**src/rtl/sha_hex_tx.sv**
```systemverilog
// Streams a captured digest to a byte-wide UART transmitter as lowercase hex,
// most-significant nibble first, with an optional CR/LF terminator.
module sha_hex_tx #(
    parameter int unsigned NIBBLES = 64,
    parameter bit          TERM    = 1'b1
) (
    input  logic                 clk,
    input  logic                 rst_n,
    input  logic                 start,
    input  logic [4*NIBBLES-1:0] digest,
    output logic                 tx_send,
    output logic [7:0]           tx_data,
    input  logic                 tx_busy,
    output logic                 busy,
    output logic                 done
);

    localparam int unsigned DIGEST_W = 4 * NIBBLES;
    localparam int unsigned LEN      = TERM ? NIBBLES + 2 : NIBBLES;
    localparam int unsigned IW       = $clog2(NIBBLES + 3);
    localparam logic [IW-1:0] IDX_NIB  = IW'(NIBBLES);
    localparam logic [IW-1:0] IDX_LAST = IW'(LEN - 1);

    typedef enum logic [2:0] {IDLE, SEND, WAIT_HI, WAIT_LO, FINISH} state_t;

    state_t              state, state_nx;
    logic [DIGEST_W-1:0] shreg;
    logic [IW-1:0]       idx;
    logic [3:0]          tmo;
    logic [3:0]          nib;
    logic [7:0]          cur_byte;
    logic [7:0]          last_byte;
    logic                send_now;

    always_comb begin
        nib = shreg[DIGEST_W-1 -: 4];
        if (idx < IDX_NIB)
            cur_byte = (nib < 4'd10) ? 8'h30 + {4'h0, nib} : 8'h57 + {4'h0, nib};
        else if (idx == IDX_NIB)
            cur_byte = 8'h0D;
        else
            cur_byte = 8'h0A;
    end

    // Gated by rst_n so a reset cycle can never launch another byte.
    assign send_now = rst_n && (state == SEND) && !tx_busy;

    always_ff @(posedge clk) begin
        if (!rst_n)
            state <= IDLE;
        else
            state <= state_nx;
    end

    always_ff @(posedge clk) begin
        if (!rst_n) begin
            shreg     <= '0;
            idx       <= '0;
            tmo       <= '0;
            last_byte <= '0;
        end else begin
            case (state)
                IDLE: begin
                    if (start) begin
                        shreg <= digest;
                        idx   <= '0;
                    end
                end
                SEND: begin
                    if (!tx_busy) begin
                        last_byte <= cur_byte;
                        shreg     <= shreg << 4;
                        tmo       <= '0;
                    end
                end
                WAIT_HI: begin
                    if (!tx_busy)
                        tmo <= tmo + 1'b1;
                end
                WAIT_LO: begin
                    if (!tx_busy && idx != IDX_LAST)
                        idx <= idx + 1'b1;
                end
                default: ;
            endcase
        end
    end

    always_comb begin
        state_nx = state;
        case (state)
            IDLE:    if (start) state_nx = SEND;
            SEND:    if (!tx_busy) state_nx = WAIT_HI;
            WAIT_HI: if (tx_busy || tmo == 4'd15) state_nx = WAIT_LO;
            WAIT_LO: begin
                if (!tx_busy)
                    state_nx = (idx == IDX_LAST) ? FINISH : SEND;
            end
            FINISH:  state_nx = IDLE;
            default: state_nx = IDLE;
        endcase
    end

    // Between sends tx_data shows the last byte launched, so it stays stable.
    always_comb begin
        tx_send = send_now;
        tx_data = send_now ? cur_byte : last_byte;
        busy    = (state == SEND) || (state == WAIT_HI) || (state == WAIT_LO);
        done    = (state == FINISH);
    end

endmodule

```
**config.mk**
```make
export PLATFORM = sky130hd
export DESIGN_NAME = sha_hex_tx
export DESIGN_NICKNAME = d
export VERILOG_FILES = /design/src/rtl/sha_hex_tx.sv
export SDC_FILE = /design/constraint.sdc
export NUM_CORES = 1
export LEC_CHECK = 0
export BUFFER_PORTS_ARGS = -buffer_cell sky130_fd_sc_hd__buf_2
export CAP_MARGIN = 20
export CORE_MARGIN = 2
export CORE_UTILIZATION = 59
export DETAILED_ROUTE_END_ITERATION = 8
export PLACE_DENSITY = 0.91
export SETUP_SLACK_MARGIN = 0.15
export SYNTH_ARGS = -nofsm -noshare
export SYNTH_HDL_FRONTEND = slang
export SYNTH_SLANG_ARGS = --single-unit
```
**constraint.sdc**
```tcl
create_clock -name clk -period 3.9 [get_ports clk]
set_input_delay 0.975 -clock clk [delete_from_list [all_inputs] [get_ports clk]]
set_output_delay 0.975 -clock clk [all_outputs]
set_load 0.005 [all_outputs]
```
## Yosys cells after proc, flatten, opt, wreduce, memory -nomap -nowiden

Cells that the tools add are included.

- Register bits after elaboration: 278
- Latch bits: 0
- RAM bits: 0
- Memory bits (read-only): 0
- Bits of input ports: 260
- Output and inout port bits: 11
- Word-level logic and storage cells: 61
- Memories: 0

- Add/subtract/negate cells: 4
- $mul: 0
- Divide/modulo/power cells: 0
- $lt $le $gt $ge: 2
- Eq/ne operators: 14
- Shifts and indexed selects: 0
- Mux-type cells: 19
- Bitwise gates (word level): 1
- Reductions and logical operators: 16

Operators with widths:

| cell | number |
|---|---|
| $mux 256 | 2 |
| $pmux 256 s2 | 1 |
| $mux 8 | 3 |
| $mux 3 | 6 |
| $eq 7x7->1 const B | 2 |
| $mux 7 | 2 |
| $pmux 7 s2 | 1 |
| $ne 2x2->1 const B | 6 |
| $pmux 3 s4 | 1 |
| $reduce_and 3->1 | 3 |
| $add 7x4->8 const A | 1 |
| $mux 4 | 2 |
| $pmux 4 s2 | 1 |
| $add 6x4->7 const A | 1 |
| $add 7x1->7 const B | 1 |
| $lt 7x7->1 const B | 1 |
| $ne 7x7->1 const B | 1 |
| $eq 3x2->1 const B | 2 |
| $reduce_bool 2->1 | 3 |
| $add 4x1->4 const B | 1 |
| $eq 4x4->1 const B | 1 |
| $lt 4x4->1 const B | 1 |
| $reduce_and 4->1 | 1 |
| $eq 3x1->1 const B | 1 |
| other kinds (7) | 11 |

## Longest topological paths before layout

Gate-level depths: netlist of the first run.

- Depth in word-level cells: 4
- Gate-level depth with buffers: 8
- Mapped depth without buffers: 6

## Least setup slack after synthesis of the first run

OpenSTA, ideal clock, no wires.

- Path kind: input port to output port
- Start: input rst_n
- End: output tx_data[4]
- Arrival time: 1.830 ns
- Required time: 2.925 ns
- Slack: 1.095 ns
- Stages on the path: 4
- Path buffers: 1
- Path through: nand3b_1 -> or3_1 -> buf_2 -> mux2_2

- Longest elaborated chain between the ends: 3

Ends and longest elaborated chain:

| element | line | RTL |
|---|---|---|
| start: declaration | 8 | `input logic rst_n,` |
| $logic_and 1x1->1 (2 in a row) | 46 | `assign send_now = rst_n && (state == SEND) && !tx_busy;` |
| $mux 8 | 107 | `tx_data = send_now ? cur_byte : last_byte;` |
| end: declaration | 12 | `output logic [7:0] tx_data,` |

No other way between the ends.

## Final worst setup path of the first run

- Start: input rst_n
- End: output tx_data[0]

The elaborated chain is that of the path after synthesis.

==> results of run 1 <==
==> path summary, 6_finish.rpt <==
path / from / end / slack (ns) / cells after the start
max: rst_n / tx_data[0] / 0.42 / 6
min reg2reg: tmo[3] / tmo[3] / 0.47 / 1
max reg2reg: state[2] / shreg[82] / 1.41 / 5
min: tmo[3] / tmo[3] / 0.47 / 1
==> routing by layer <==
layer,vias up,share of wire,GRT usage
met2,478,0.47,0.454
met3,100,0.067,0.0441
li1,5822,-,-
met5,-,0.00035,0
met1,5478,0.42,0.370
met4,2,0.041,0.123
==> cells in the final DEF (no fill, tap or decap), types with 5 or more instances in the layout <==
master / Yosys / routed
sky130_fd_sc_hd__o21ai_0: 11 / 11
sky130_fd_sc_hd__clkbuf_1: 51 / 5
sky130_fd_sc_hd__clkbuf_16: 0 / 31
sky130_fd_sc_hd__nand3_1: 6 / 6
sky130_fd_sc_hd__a21oi_1: 16 / 16
sky130_fd_sc_hd__ha_1: 5 / 5
sky130_fd_sc_hd__dfxtp_1: 277 / 277
sky130_fd_sc_hd__buf_4: 28 / 6
sky130_fd_sc_hd__clkbuf_8: 0 / 11
sky130_fd_sc_hd__nor2_1: 270 / 270
sky130_fd_sc_hd__inv_1: 7 / 6
sky130_fd_sc_hd__nand2b_1: 7 / 6
sky130_fd_sc_hd__nand2_1: 516 / 516
sky130_fd_sc_hd__buf_2: 68 / 269
sky130_fd_sc_hd__clkinv_2: 0 / 5
sky130_fd_sc_hd__buf_12: 0 / 10
sky130_fd_sc_hd__a22oi_1: 5 / 5
sky130_fd_sc_hd__diode_2: 0 / 7
sky130_fd_sc_hd__a311oi_1: 252 / 252
==> registers in the layout (all words and copies together), names as in the netlist <==
name / cells
shreg: 256
last_byte: 7
tmo: 4
idx: 7
state: 3
==> critical path, stage by stage <==
cell and delay, ns:
sky130_fd_sc_hd__buf_2 0.22, sky130_fd_sc_hd__nand3b_1 0.16, sky130_fd_sc_hd__or3_1 0.51, sky130_fd_sc_hd__inv_1 0.16, sky130_fd_sc_hd__mux2_2 0.35, sky130_fd_sc_hd__buf_2 0.13
==> metrics by stage <==
stage                     setup slack, ns  utilization  instances  instance area (µm²)
after floorplan                      1.10            -       1572                12200
final                               0.419        0.714       2042                14500
after global placement              0.581        0.661       1979                13400
after detailed placement            0.477        0.661       1979                13400
after CTS                           0.455        0.713       2035                14500
after global routing                0.330        0.714       2041                14500
==> layout make-up <==
class                           instances  area [µm²]  area share
Antenna cell                            7        17.5     0.00121
Inverter                                7        33.8     0.00233
Timing Repair Buffer                  285        1590       0.110
Clock buffer                           47         946      0.0652
Tap cell                              270         338      0.0233
Sequential cell                       277        5550       0.382
Multi-Input combinational cell       1140        5900       0.407
Clock inverter                          9         124     0.00854
==> cells by family after synthesis <==
family	Yosys count	share of synthesized area
mux	4	0.00348
flops	277	0.454
other cells	1	0.000307
buf+inv	155	0.0639
simple gates	824	0.264
xor+xnor	3	0.00215
fa+ha+maj	5	0.00513
compound gates	303	0.207
==> power groups by stage <==
stage	clock (mW)	sequential, mW	combinational, mW
2_1_floorplan	0	3.41	1.12
6_report	3.00	3.42	1.44
5_1_grt	3.17	3.46	1.62
3_5_place_dp	0	3.47	1.42
3_3_place_gp	0	3.45	1.36
4_1_cts	3.03	3.41	1.43
==> out/results.env, run 1 <==
OUTCOME='finished clean'
TRITONCTS_CLOCK_TREE='done'
WORST_CLOCK_SKEW_NS=0.0115
ROUTED_VIA_DENSITY=5.82
FIN_CRIT_SH=0.893
DRC=0
SETUP-TNS-FINAL_NS=0
POST_CTS_SIZING=0
GLOBAL_ROUTE.OVERFLOW_TOTAL=0
HOLD_WS_NS=0.468
POWER.SHARE.COMBINATIONAL=0.183
GR-USAGE-ALL-LAYERS=0.279
MAXIMUM_CAPACITANCE_VIOLATIONS=0
DIEAREA_UM2=21900
EFFECTIVE_UTILIZATION_AT_FLOORPLAN=0.601
CRITICAL_PATH.MAX_FANOUT=12
POST_SYNTH_INSTANCE_AREA_UM2=12200
SYNTH_SEQ_AREA_SHARE=0.454
SEQ_POWER_SHARE=0.435
POWER.IR.VDD_WORST_mV=0.374
CELLPOWERDENSITY_nW_PER_UM2=542
SETUP_VIOL=0
CLK_PIN_SLEW_WORST_PATHS_NS=0.06
CTS_HOLD_BUF=0
POST_DRT_WL_PER_CELL_UM=15.6
GRT_PASS1_VIAS=11100
ACHIEVABLE-FREQUENCY_GHz=0.287
POWER_FRAC_CLOCK=0.382
CTS_POST_SETUP_BUFFERS_INSERTED=0
CLOCK_TREE.HTREE_LEVEL_COUNT=1
P_LEAK_nW=5.99
NETLIST.TOP_CELL.BY_AREA='sky130_fd_sc_hd__dfxtp_1'
POST-DP-HPWL_UM=19700
ASYNC_SR_FLOP_FRACTION=0
CTS_BUFFER_DEPTH=3
ENDPOINT_KIND='output port'
NET-SWITCHING-POWER_mW=2.24
FILLER_CELLS=1552
SYN_AREA_PER_CELL_UM2=7.77
CLOCK_SINKS=277
DETAILEDROUTE.FIRSTPASSITERATIONCOUNT=5
HOLD_VIO_CNT_FINAL=0
CORE_AREA_UM2=20300
FINAL_LAYOUT_SIZE_SUFFIX_GT1_FRAC=0.198
CP_DATA_ARRIVAL_TIME_NS=2.51
YOSYSTOPAREACELLSHARE=0.454
POST_SYNTH_NUM_CELL_TYPES=45
DESIGN.FINAL.NETS=2006
FINAL_MAX_SLEW_VIOLS=0
GPL.FINAL_WEIGHTED_CONGESTION=0.878
CLKLATENCYLATEPIN_NS=0.54
WIDTH_OF_THE_CHIP_UM=148
RSZ0062_AT_GRT='no'
AREA_GROWTH_PCT=18.8
NUMCTSBUFFERS=30
DIE_Y_UM=148
YOSYS_REGISTER_BITS=277
HOLD_PATH_CLASS='register to register'
ANT_NETS=0
TIMING_WORST_SETUP_PATH_TYPE='input port to output port'
POST_SYNTH_MOST_FREQUENT_CELLS='sky130_fd_sc_hd__nand2_1 (516), sky130_fd_sc_hd__dfxtp_1 (277), sky130_fd_sc_hd__nor2_1 (270)'
IO_BUFFERS=269
POWER.SHARE.SWITCHING=0.285
GRT_ANTENNA_BEFORE_REPAIR=7
FLOORPLAN.IO_PINS=271
ROW_COUNT=52
POSTSYNTH.TOPFLOPCELL='sky130_fd_sc_hd__dfxtp_1'
CELLS_TAKING_THE_MOST_AREA_AFTER_SYNTHESIS='sky130_fd_sc_hd__dfxtp_1 (45%), sky130_fd_sc_hd__a311oi_1 (18%), sky130_fd_sc_hd__nand2_1 (16%), sky130_fd_sc_hd__nor2_1 (8.3%), sky130_fd_sc_hd__buf_2 (2.8%)'
YOSYSWARNINGS=0
DRTITER0DRC=950
WORST_SLEW_MARGIN_REL=0.364
ROUTED-VIA-COUNT=11900
SYN-INSTANCE-COUNT=1572
TIMING_WORST_SLEW_PIN_VALUE_NS=0.940
CLOCK_ROOT_BUFFER='sky130_fd_sc_hd__clkbuf_16'
GRT_FIRST_PASS_WIRELENGTH_UM=51900
INTPOWER_mW=5.62
CP-START-KIND='input port'
TIMING.CRITICAL_PATH.REQUIRED_NS=2.92
SYNTH_EDF_COUNT=0
SYN-NUM-NETS=1837
LAYOUT_MIN_CYCLE_TIME_NS=3.48
GRT_START_MAX_NET_PINS=159
POWER_mW=7.86
POST-SYNTH-TOP-COUNT-CELL='sky130_fd_sc_hd__nand2_1'
WIRELENGTH_UM=31800
Note: power is estimated with default switching activity, not from simulation.
==> run 2: changes to the inputs <==
CORE_UTILIZATION = 51   (was 59)
PLACE_DENSITY = 0.81   (was 0.91)
==> out/results.env, run 2 (synthesized netlist as in run 1, its figures left out) <==
CORE_AREA_UM2=23500  # +16%
PLACEDCELLCOUNT=2030  # +2.6%
CRITICAL_PATH.MAX_FANOUT=12  # unchanged
MET1_ROUTED_LENGTH_UM=13900  # +3.7%
WORST_CLOCK_SKEW_NS=0.00822  # -0.00332 ns
FIN_CRIT_SH=0.870  # -0.0229
TIMING_WORST_SLEW_PIN_VALUE_NS=0.996  # +0.0562 ns
ENDPOINT_KIND='output port'
WL_MET2_UM=14400  # -3.9%
ROUTED_VIA_DENSITY=5.61  # -3.6%
POST_DRT_WL_PER_CELL_UM=15.0  # -3.9%
TIMING.CRITICAL_PATH.REQUIRED_NS=2.92  # about the same
MULTI_INPUT_LOGIC_AREA_UM2=5900  # unchanged
FINAL-SEQ-AREA_UM2=5550  # unchanged
GRT_START_MAX_NET_PINS=125  # -21%
MAXIMUM_CAPACITANCE_VIOLATIONS=0  # unchanged
DESIGN.FINAL.NETS=2007  # +0.050%
CRIT_CHAIN='buf_2 > nand3b_1 > or3_1 > inv_1 > mux2_2 > buf_2'
LARGESTREGISTERS='shreg: 256 flops, idx: 7 flops, last_byte: 7 flops'
FINAL_LAYOUT_SIZE_SUFFIX_GT1_FRAC=0.196  # -0.00182
ROW_COUNT=56  # +7.7%
CTS_HOLD_BUF=0  # unchanged
GR-USAGE-ALL-LAYERS=0.235  # -0.0442
TRITONCTS_CLOCK_TREE='done'
DIEAREA_UM2=25200  # +15%
RSZ0062_AT_GRT='no'
CLOCK_TREE.HTREE_LEVEL_COUNT=1  # unchanged
EFFECTIVE_UTILIZATION_AT_FLOORPLAN=0.520  # -0.0813
HOLD_WS_NS=0.473  # +0.00474 ns
GRT_ANTENNA_BEFORE_REPAIR=8  # +1
FINAL_MAX_SLEW_VIOLS=0  # unchanged
FINAL_CELL_MIX='sky130_fd_sc_hd__nand2_1 (516), sky130_fd_sc_hd__dfxtp_1 (277), sky130_fd_sc_hd__nor2_1 (270)'
WORST_SLEW_MARGIN_REL=0.327  # -0.0380
OUTCOME='finished clean'
NUMCTSBUFFERS=29  # -3.3%
HOLD_VIO_CNT_FINAL=0  # unchanged
LARGEST_REGISTER_FFS=256  # unchanged
POWER.IR.VDD_WORST_mV=0.397  # +6.1%
FILLER_CELLS=2040  # +31%
GRT_FIRST_PASS_WIRELENGTH_UM=51300  # -1.2%
DRTITER0DRC=1219  # +28%
WIRELENGTH_UM=31200  # -1.7%
GPL.FINAL_WEIGHTED_CONGESTION=0.878  # about the same
MET3ROUTEDLENGTH_UM=2170  # +2.4%
DETAILEDROUTE.FIRSTPASSITERATIONCOUNT=7  # +2
ACHIEVABLE-FREQUENCY_GHz=0.295  # +2.6%
MOST_COMMON_CELL_AFTER_LAYOUT_FILL_AND_TAPS_ASIDE='sky130_fd_sc_hd__nand2_1'
FINAL_CORE_UTIL=0.618  # -0.0959
ANT_NETS=0  # unchanged
CP_DATA_ARRIVAL_TIME_NS=2.42  # -0.09 ns
CP-START-KIND='input port'
SETUP_VIOL=0  # unchanged
FLOORPLAN.IO_PINS=271  # unchanged
CELLPOWERDENSITY_nW_PER_UM2=526  # -3.0%
LAYOUT.CELLS.NON_FILLER=2088  # +2.3%
CLOCK_ROOT_BUFFER='sky130_fd_sc_hd__clkbuf_16'
CTS_BUFFER_DEPTH=3  # unchanged
SETUP-TNS-FINAL_NS=0  # unchanged
CLOCK_SINKS=277  # unchanged
TIMING_WORST_SETUP_PATH_TYPE='input port to output port'
HOLD_PATH_CLASS='register to register'
WIDTH_OF_THE_CHIP_UM=159  # +7.4%
TOP_LAYER_USED='met5'
CRITPATHMAXSTAGEDELAY_NS=0.50  # about the same
CLKLATENCYLATEPIN_NS=0.54  # about the same
DRC=0  # unchanged
CTS_POST_SETUP_BUFFERS_INSERTED=0  # unchanged
POST_CTS_SIZING=0  # unchanged
GRT_PASS1_VIAS=10700  # -3.1%
LAYOUT_MIN_CYCLE_TIME_NS=3.39  # -0.0894 ns
POST-DP-HPWL_UM=19700  # +0.22%
P_LEAK_nW=5.96  # -0.59%
AREA_GROWTH_PCT=18.9
TIMING.CRITICAL_PATH.MAX_DELAY_FAMILY='simple AND/OR/NAND/NOR gates'
CRITICAL-PATH-SLOWEST-CELL='sky130_fd_sc_hd__or3_1'
POWER_mW=7.63  # -2.9%
ROUTED-VIA-COUNT=11700  # -1.4%
GLOBAL_ROUTE.OVERFLOW_TOTAL=0  # unchanged
IO_BUFFERS=269  # unchanged
LARGEST_REGISTER='shreg'
DIE_Y_UM=159  # +7.4%
TIMING.CRITICAL_PATH.BUF_INV=3  # unchanged
CLK_PIN_SLEW_WORST_PATHS_NS=0.06  # about the same
CRIT_TOP_CELL='sky130_fd_sc_hd__buf_2'
[run 2: layer usage]
layer,up-vias,track usage
met1,5423,0.326
li1,5823,-
met4,2,0.0801
met5,-,0
met3,64,0.0394
met2,402,0.372
[run 2: final cells by class]
type / instances / share of cell area
repair buffers: 287 / 0.114
clock buffers: 43 / 0.0598
multi-input cells: 1140 / 0.407
flip-flops and latches: 277 / 0.382
well taps: 319 / 0.0275
clock inverters: 7 / 0.00603
diodes: 8 / 0.00138
inverters: 7 / 0.00233
[run 2: worst paths after layout]
path	slack [ns]	from	cells after the start	to
max	0.51	rst_n	6	tx_data[0]
min	0.47	shreg[14]	2	shreg[18]
max reg2reg	1.50	state[2]	5	shreg[32]
min reg2reg	0.47	shreg[14]	2	shreg[18]
[run 2: worst min-delay path: stages (launching register included)]
cell and delay (ns):
sky130_fd_sc_hd__dfxtp_1 0.31, sky130_fd_sc_hd__nand2_1 0.05, sky130_fd_sc_hd__a311oi_1 0.07
[run 2: per-stage QoR]
step / cell area, µm² / worst slack (ns)
3_5_place_dp: 13500 / 0.530
2_1_floorplan: 12200 / 1.10
3_3_place_gp: 13500 / 0.570
5_1_grt: 14500 / 0.386
6_report: 14500 / 0.508
4_1_cts: 14500 / 0.506
[run 2: power by group]
group	total (mW)	switching [mW]	internal [mW]
sequential	3.41	0.205	3.21
combinational	1.45	0.878	0.568
clock	2.77	1.11	1.66
==> run 3: changes to the inputs <==
CORE_ASPECT_RATIO = 0.9   (was not set)
==> out/results.env, run 3 (synthesized netlist as in run 1, its figures left out) <==
LAYOUT_SETUP_WS_NS=0.392  # -0.116 ns
FLOORPLAN.IO_PINS=271  # unchanged
POST-PLACE-WS_NS=0.469  # -0.0618 ns
ENDPOINT_KIND='output port'
MOST_COMMON_CELL_AFTER_LAYOUT_FILL_AND_TAPS_ASIDE='sky130_fd_sc_hd__nand2_1'
CELLPOWERDENSITY_nW_PER_UM2=529  # +0.62%
GRT_PASS1_VIAS=10500  # -2.1%
GR-USAGE-ALL-LAYERS=0.237  # +0.00136
OUTCOME='finished clean'
CLOCK_ROOT_BUFFER='sky130_fd_sc_hd__clkbuf_16'
FIN_CRIT_SH=0.899  # +0.0297
AREA_GROWTH_PCT=18.6
HOLD_WS_NS=0.465  # -0.00812 ns
POST_CTS_SIZING=0  # unchanged
CP_DATA_ARRIVAL_TIME_NS=2.53  # +0.11 ns
GPL.FINAL_WEIGHTED_CONGESTION=0.800  # -8.9%
CLKLATENCYLATEPIN_NS=0.54  # about the same
POST-DP-HPWL_UM=19900  # +1.1%
CLK_PIN_SLEW_WORST_PATHS_NS=0.06  # about the same
P_LEAK_nW=5.95  # -0.18%
DRC=0  # unchanged
CTS_HOLD_BUF=0  # unchanged
SETUP_VIOL=0  # unchanged
ROW_COUNT=53  # -5.4%
LARGEST_REGISTER_FFS=256  # unchanged
TIMING_WORST_SETUP_PATH_TYPE='input port to output port'
CTS_POST_SETUP_BUFFERS_INSERTED=0  # unchanged
DRTITER0DRC=1016  # -17%
ROUTED-VIA-COUNT=11700  # +0.20%
WORST_CLOCK_SKEW_NS=0.00913  # +0.000911 ns
TIMING_WORST_SLEW_PIN_VALUE_NS=0.979  # -0.0176 ns
WIDTH_OF_THE_CHIP_UM=167  # +5.3%
EFFECTIVE_UTILIZATION_AT_FLOORPLAN=0.521  # +0.00142
TIMING.CRITICAL_PATH.REQUIRED_NS=2.92  # about the same
HOLD_PATH_CLASS='register to register'
IO_BUFFERS=269  # unchanged
GRT_ANTENNA_BEFORE_REPAIR=8  # unchanged
ACHIEVABLE-FREQUENCY_GHz=0.285  # -3.3%
FINAL_CELL_MIX='sky130_fd_sc_hd__nand2_1 (516), sky130_fd_sc_hd__dfxtp_1 (277), sky130_fd_sc_hd__nor2_1 (270)'
CRITICAL-PATH-SLOWEST-CELL='sky130_fd_sc_hd__or3_1'
TRITONCTS_CLOCK_TREE='done'
CLOCK_SINKS=277  # unchanged
FINAL_MAX_SLEW_VIOLS=0  # unchanged
GLOBAL_ROUTE.OVERFLOW_TOTAL=0  # unchanged
DETAILEDROUTE.FIRSTPASSITERATIONCOUNT=5  # -2
CTS_BUFFER_DEPTH=3  # unchanged
DESIGN.FINAL.NETS=2006  # -0.050%
LAYOUT_MIN_CYCLE_TIME_NS=3.51  # +0.116 ns
ROUTED_VIA_DENSITY=5.65  # +0.74%
CLOCK_TREE.HTREE_LEVEL_COUNT=1  # unchanged
POST_DRT_WL_PER_CELL_UM=15.1  # +0.94%
CRITICAL_PATH.MAX_FANOUT=12  # unchanged
CRIT_TOP_CELL='sky130_fd_sc_hd__buf_2'
GRT_START_MAX_NET_PINS=132  # +5.6%
DIEAREA_UM2=25200  # about the same
ANT_NETS=0  # unchanged
WIRELENGTH_UM=31400  # +0.41%
CRIT_CHAIN='buf_2 > nand3b_1 > or3_1 > nor3b_1 > a21o_1 > buf_2'
WORST_SLEW_MARGIN_REL=0.338  # +0.0119
RSZ0062_AT_GRT='no'
MAXIMUM_CAPACITANCE_VIOLATIONS=0  # unchanged
CP-START-KIND='input port'
POWER_mW=7.66  # +0.36%
POWER.IR.VDD_WORST_mV=0.398  # +0.18%
HOLD_VIO_CNT_FINAL=0  # unchanged
CORE_AREA_UM2=23400  # -0.27%
FINAL_LAYOUT_SIZE_SUFFIX_GT1_FRAC=0.199  # +0.00261
DIE_Y_UM=151  # -5.0%
NUMCTSBUFFERS=28  # -3.4%
GRT_FIRST_PASS_WIRELENGTH_UM=50900  # -0.91%
LARGESTREGISTERS='shreg: 256 flops, idx: 7 flops, last_byte: 7 flops'
SETUP-TNS-FINAL_NS=0  # unchanged
CRITPATHMAXSTAGEDELAY_NS=0.54  # +0.04 ns
LARGEST_REGISTER='shreg'
## run 3: changes by cell type in the layout (fill, tap and decap cells not counted)
cell | previous run | this run
sky130_fd_sc_hd__buf_4 | 4 | 8
sky130_fd_sc_hd__clkinv_4 | 0 | 1
sky130_fd_sc_hd__clkbuf_8 | 9 | 6
sky130_fd_sc_hd__diode_2 | 8 | 12
sky130_fd_sc_hd__clkinv_2 | 4 | 7
sky130_fd_sc_hd__buf_12 | 14 | 10
sky130_fd_sc_hd__clkinvlp_4 | 1 | 4
sky130_fd_sc_hd__bufinv_16 | 2 | 3
sky130_fd_sc_hd__clkbuf_1 | 5 | 2
## run 3: worst max-delay path, delay by kind of cell
kind / cells / cell delay, ns
AOI/OAI and AO/OA: 1 / 0.13
and+or+nand+nor: 3 / 1.09
buffers and inverters: 2 / 0.34
## run 3: layout make-up
| cell class | instances | area, µm² |
|---|---|---|
| flip-flops and latches | 277 | 5550 |
| clock buffers | 37 | 816 |
| fillers | 2054 | 8930 |
| inverters | 7 | 33.8 |
| well taps | 302 | 378 |
| multi-input cells | 1140 | 5900 |
| repair buffers | 287 | 1610 |
| clock inverters | 15 | 164 |
| diodes | 12 | 30.0 |
## run 3: through the flow
step / std cells / util / cell area (µm²)
2_1_floorplan: 1572 / - / 12200
6_report: 2077 / 0.618 / 14500
3_3_place_gp: 2013 / 0.575 / 13500
3_5_place_dp: 2013 / 0.575 / 13500
5_1_grt: 2072 / 0.618 / 14500
4_1_cts: 2065 / 0.617 / 14400
## run 3: where the power goes
group | switching [mW] | total [mW] | internal [mW]
Combinational | 0.872 | 1.43 | 0.554
Sequential | 0.207 | 3.41 | 3.21
Clock | 1.15 | 2.82 | 1.67
Total | 2.23 | 7.66 | 5.43
## run 3: final timing paths
kind                            startpoint  slack [ns]  cells after the start         end
worst max register to register    state[0]        1.50                      5  shreg[129]
worst max-delay path                 rst_n        0.39                      6  tx_data[1]
worst min register to register      tmo[3]        0.47                      1      tmo[3]
worst min-delay path                tmo[3]        0.47                      1      tmo[3]
## run 3: layer usage
metal / vias up / part of all wire / GRT usage
li1: 5826 / - / -
met1: 5487 / 0.46 / 0.342
met2: 369 / 0.45 / 0.367
met3: 56 / 0.063 / 0.0321
met4: 0 / 0.025 / 0.0776
met5: - / 0 / 0
